File: src/rtl/sparce_sasa_table.sv
// SparCE SASA table: memory-mapped programmable skip descriptors,
// looked up against the fetch PC every cycle with a one-cycle registered result.
module sparce_sasa_table #(
    parameter int unsigned SASA_ENTRIES = 16,
    parameter logic [31:0] SASA_BASE    = 32'hFFFF_F000
) (
    input  logic        CLK,
    input  logic        nRST,
    input  logic [31:0] pc,
    input  logic [31:0] sasa_addr,
    input  logic [31:0] sasa_data,
    input  logic        sasa_wen,
    input  logic        sasa_enable,
    output logic [31:0] preceding_pc,
    output logic [4:0]  sasa_rs1,
    output logic [4:0]  sasa_rs2,
    output logic        condition,
    output logic [15:0] insts_to_skip,
    output logic        valid
);

    localparam int unsigned IDX_W    = (SASA_ENTRIES > 1) ? $clog2(SASA_ENTRIES) : 1;
    localparam logic [31:0] CTRL_OFF = 32'(8 * SASA_ENTRIES);
    localparam logic [31:0] LIMIT    = 32'(8 * SASA_ENTRIES + 4);
    localparam logic        SASA_COND_OR = 1'b0;

    // Table storage
    logic [SASA_ENTRIES-1:0] r_vld;
    logic [31:0]             r_epc  [SASA_ENTRIES];
    logic [4:0]              r_rs1  [SASA_ENTRIES];
    logic [4:0]              r_rs2  [SASA_ENTRIES];
    logic                    r_cond [SASA_ENTRIES];
    logic [15:0]             r_skip [SASA_ENTRIES];

    // Registered lookup result
    logic        r_valid;
    logic [31:0] r_ppc;
    logic [4:0]  r_rs1_o;
    logic [4:0]  r_rs2_o;
    logic        r_cond_o;
    logic [15:0] r_skip_o;

    // Write decode
    logic [31:0]      w_off;
    logic             w_acc;
    logic             w_ctrl;
    logic             w_entry_wr;
    logic [IDX_W-1:0] w_idx;
    logic             w_unused_data;

    // Lookup result
    logic        w_hit;
    logic [31:0] w_hit_epc;
    logic [4:0]  w_hit_rs1;
    logic [4:0]  w_hit_rs2;
    logic        w_hit_cond;
    logic [15:0] w_hit_skip;

    assign w_off         = sasa_addr - SASA_BASE;
    assign w_acc         = sasa_wen && (sasa_addr[1:0] == 2'b00) && (w_off < LIMIT);
    assign w_ctrl        = w_acc && (w_off == CTRL_OFF);
    assign w_entry_wr    = w_acc && !w_ctrl;
    assign w_idx         = IDX_W'(w_off >> 3);
    assign w_unused_data = ^sasa_data[15:11];

    // Valid bits: reset and control-word clear win; word 0 invalidates, word 1 validates
    always_ff @(posedge CLK) begin
        if (!nRST) begin
            r_vld <= '0;
        end else if (w_ctrl) begin
            if (sasa_data[0]) begin
                r_vld <= '0;
            end
        end else if (w_entry_wr) begin
            r_vld[w_idx] <= w_off[2];
        end
    end

    // Entry payloads; no reset needed, a write during reset is dropped
    always_ff @(posedge CLK) begin
        if (nRST && w_entry_wr) begin
            if (!w_off[2]) begin
                r_epc[w_idx] <= sasa_data;
            end else begin
                r_rs1[w_idx]  <= sasa_data[4:0];
                r_rs2[w_idx]  <= sasa_data[9:5];
                r_cond[w_idx] <= sasa_data[10];
                r_skip[w_idx] <= sasa_data[31:16];
            end
        end
    end

    // Priority match: scan high to low so the lowest matching index wins
    always_comb begin
        w_hit      = 1'b0;
        w_hit_epc  = '0;
        w_hit_rs1  = '0;
        w_hit_rs2  = '0;
        w_hit_cond = SASA_COND_OR;
        w_hit_skip = '0;
        for (int i = int'(SASA_ENTRIES) - 1; i >= 0; i--) begin
            if (r_vld[i] && (r_epc[i] == pc) && (r_skip[i] != 16'd0)) begin
                w_hit      = 1'b1;
                w_hit_epc  = r_epc[i];
                w_hit_rs1  = r_rs1[i];
                w_hit_rs2  = r_rs2[i];
                w_hit_cond = r_cond[i];
                w_hit_skip = r_skip[i];
            end
        end
    end

    // Output register: descriptors load on an enabled hit and hold otherwise
    always_ff @(posedge CLK) begin
        if (!nRST) begin
            r_valid  <= 1'b0;
            r_ppc    <= '0;
            r_rs1_o  <= '0;
            r_rs2_o  <= '0;
            r_cond_o <= SASA_COND_OR;
            r_skip_o <= '0;
        end else begin
            r_valid <= w_hit && sasa_enable;
            if (w_hit && sasa_enable) begin
                r_ppc    <= w_hit_epc;
                r_rs1_o  <= w_hit_rs1;
                r_rs2_o  <= w_hit_rs2;
                r_cond_o <= w_hit_cond;
                r_skip_o <= w_hit_skip;
            end
        end
    end

    assign valid         = r_valid;
    assign preceding_pc  = r_ppc;
    assign sasa_rs1      = r_rs1_o;
    assign sasa_rs2      = r_rs2_o;
    assign condition     = r_cond_o;
    assign insts_to_skip = r_skip_o;

endmodule
File: config.mk
export PLATFORM = sky130hd
export DESIGN_NAME = sparce_sasa_table
export DESIGN_NICKNAME = d
export VERILOG_FILES = /design/src/rtl/sparce_sasa_table.sv
export SDC_FILE = /design/constraint.sdc
export NUM_CORES = 2
export LEC_CHECK = 0
export CAP_MARGIN = 25
export CORE_MARGIN = 2
export CORE_UTILIZATION = 39
export CTS_CLUSTER_DIAMETER = 200
export CTS_CLUSTER_SIZE = 14
export DETAILED_ROUTE_END_ITERATION = 7
export GPL_TIMING_DRIVEN = 0
export PLACE_DENSITY = 0.52
export RECOVER_POWER = 25
export SYNTH_ARGS = -nofsm -noshare
export SYNTH_HDL_FRONTEND = slang
export SYNTH_SLANG_ARGS = --single-unit
File: constraint.sdc
create_clock -name CLK -period 12.21 [get_ports CLK]
set_clock_uncertainty 0.1 [all_clocks]
set_input_delay 1.8315 -clock CLK [delete_from_list [all_inputs] [get_ports CLK]]
set_output_delay 1.8315 -clock CLK [all_outputs]
set_load 0.02 [all_outputs]
==> impl_metrics.json <==
{
  "ios": 160,
  "die_y_um": 352,
  "hold_buffers": 0,
  "synth_area_leaders": "edfxtp_1 60%, xor2_1 5.0%, xnor2_1 4.3%, dfxtp_1 3.2%, nand4_1 2.6%",
  "clkPwrFrac": 0.378,
  "cp_cell_sequence": "clkbuf_1 -> nor2_1 -> nand2_1 -> o21ai_0 -> nand2_1 -> nor3_1 -> and4_1 -> nand3_1 -> or2_2 -> clkbuf_1 -> clkbuf_1 -> buf_8 -> nor2_4",
  "synth-seq-area-share": 0.633,
  "ir_drop_uv": 96.3,
  "finalSetupViolCount": 0,
  "async_reset_ff_frac": 0,
  "synth_cells": 3542,
  "cts.path.max_buffers": 3,
  "via_per_inst": 6.14,
  "required_ps": 12410,
  "crit_cells": 13,
  "area_growth_pct": 13.0,
  "h-tree-depth": 3,
  "slowest_stage": "nor2_4",
  "intPower_mw": 5.19,
  "seq_area_sq_um": 29900,
  "synth-edff-count": 944,
  "swShare": 0.226,
  "holdPathStages": 2,
  "die_area_sq_um": 124000,
  "drt_pass1_iterations": 6,
  "wl_per_cell_um": 34.0,
  "first_global_vias": 31900,
  "core_sq_um": 120000,
  "drv_slew": 251,
  "met1_usage": 0.424,
  "hold_viol_final": 0,
  "crit_path_end_kind": "register",
  "critPathLaunchType": "input port",
  "crit_family": "simple AND/OR/NAND/NOR gates",
  "arrival_ps": 6500,
  "placed_area_sq_um": 51300,
  "grt_max_degree": 34,
  "seq_power_share": 0.569,
  "finalCritPeriodShare": 0.516,
  "max_stage_delay_ps": 690,
  "clock_latency_ps": 680,
  "cts.sink_count": 1020,
  "switchingPower_mw": 1.52,
  "clockRootBuffer": "clkbuf_16",
  "numCtsBuffers": 82,
  "clk_pin_slew_ps": 70,
  "mappedNetlistArea_sq_um": 47200,
  "num_vias": 33500,
  "grt_first_pass_wirelength_um": 251000,
  "worst_pin_slew_ps": 2530,
  "path_max_fanout": 32,
  "cts_tree": "done",
  "hold_ws_ps": 416,
  "holdCritPathClass": "register to register",
  "cp_common_cell": "clkbuf_1",
  "rows": 127,
  "place.gp.congestion": 0.997,
  "ys_ff_latch": 1020,
  "postCtsSetupBuffers": 0,
  "drc": 0,
  "cts_resized": 0,
  "gr-total-overflow": 0,
  "violations": "max-capacitance violations, max-slew violations",
  "drive_gt1_frac": 0.0831,
  "fin_crit_ps": 6300,
  "rr_worst_depth": 12,
  "finalSetupTns_ps": 0,
  "dpl.hpwl_um": 145000,
  "antenna_left": 0,
  "drtIter0Drc": 4724,
  "design_area_sq_um": 53400,
  "fmax_mhz": 159,
  "power_density_nw_per_um2": 126,
  "synth_top_area_share": 0.600,
  "rsz0062_at_grt": "no",
  "p_comb_frac": 0.054,
  "leakagePower_nw": 16.1,
  "synth_warnings": 0,
  "cap_violations": 12,
  "yosys.area.top_type": "edfxtp_1",
  "fillCellCount": 10900,
  "fin_util": 0.445,
  "gr-usage-met3": 0.0433,
  "start_util": 0.393,
  "final_cells": 5456,
  "multi_input_area_sq_um": 15900,
  "die_x_um": 352,
  "syn_nets": 3642,
  "critPathKind": "input port to register",
  "nNetsFinal": 3895,
  "critPathBufInv": 4,
  "relSlewSlack": -0.685,
  "syn_avg_cell_area_sq_um": 13.3,
  "wirelength_um": 186000,
  "gr-usage-met2": 0.434,
  "ys_types": 77,
  "port_buffers": 122,
  "outcome": "complete, but fails checks",
  "numPlacedInstances": 5322,
  "ys.flop_type": "edfxtp_1",
  "antenna_found_initial": 8,
  "grt.busiest_layer": "met2",
  "track_usage": 0.291
}
[final cells by class]
type	instances	share of cell area
multi-input cells	2212	0.298
clock buffers	126	0.0427
flip-flops and latches	1020	0.560
repair buffers	169	0.0307
well taps	1612	0.0378
clock inverters	3	0.000399
inverters	18	0.00127
plain buffers	292	0.0296
diodes	4	0.000188
[synth_stat cells (all sizes together) (72+ instances only)]
master,n
o21ai,79
nand4,195
buf,139
a21oi,127
nand3b,115
and3,75
nor2,111
nand2b,72
clkbuf,153
xor2,271
nor4,160
nand2,86
o221ai,114
dfxtp,76
xnor2,230
edfxtp,944
[placed cells by master (no fill, tap or decap), drive strengths merged, types with 75 or more instances in the layout]
cell | netlist | final
a21oi | 127 | 127
and3 | 75 | 75
buf | 139 | 183
clkbuf | 153 | 309
clkdlybuf4s50 | 0 | 95
dfxtp | 76 | 76
edfxtp | 944 | 944
nand2 | 86 | 86
nand3b | 115 | 115
nand4 | 195 | 195
nor2 | 111 | 111
nor4 | 160 | 160
o21ai | 79 | 79
o221ai | 114 | 114
xnor2 | 230 | 230
xor2 | 271 | 271
[worst paths after layout]
path	from	end	slack (ps)
setup / recovery	sasa_addr[4]	r_epc[11][11]	5910
hold / removal	preceding_pc[29]	preceding_pc[29]	420
setup reg to reg	r_epc[14][3]	preceding_pc[26]	6870
hold reg to reg	preceding_pc[29]	preceding_pc[29]	420
[flip-flops by register name (all words and copies together), names as in the netlist]
| name | flops |
|---|---|
| preceding_pc | 32 |
| r_epc | 512 |
| r_vld | 16 |
| insts_to_skip | 16 |
| r_skip | 256 |
| sasa_rs1 | 5 |
| r_cond | 16 |
| r_rs2 | 80 |
| condition | 1 |
| r_rs1 | 80 |
| sasa_rs2 | 5 |
| valid | 1 |
[stage by stage]
step                setup slack [ps]  total power, mW
global placement                2820             4.24
CTS                             6240             6.74
floorplan                       6270             4.04
finish                          5910             6.70
global route                    5750             6.86
detailed placement              5530             4.25
[tightest hold or removal path: stages, from the launching register on]
cell and delay [ps]:
dfxtp_1 310, o21bai_1 130, a21oi_1 40
[layer usage]
metal	up-vias	wire, um
met3	277	15700
met2	1745	79900
li1	14500	-
met4	6	8490
met5	-	38
met1	16900	81400
[kinds of logic after synthesis]
| kind of cell | count (synthesis) | synth area share |
|---|---|---|
| xor gates and xnor gates | 501 | 0.0929 |
| AOI/OAI and AO/OA | 720 | 0.113 |
| buffers and inverters | 310 | 0.0349 |
| muxes | 3 | 0.000689 |
| DFF | 1020 | 0.633 |
| and+or+nand+nor | 988 | 0.126 |
[power groups by stage]
stage | sequential (mW) | combinational, mW | clock, mW
3_5_place_dp | 3.89 | 0.362 | 0
6_report | 3.81 | 0.359 | 2.53
4_1_cts | 3.81 | 0.363 | 2.56
2_1_floorplan | 3.89 | 0.148 | 0
5_1_grt | 3.81 | 0.365 | 2.69
3_3_place_gp | 3.89 | 0.350 | 0
Note: power is estimated with default switching activity, not from simulation.
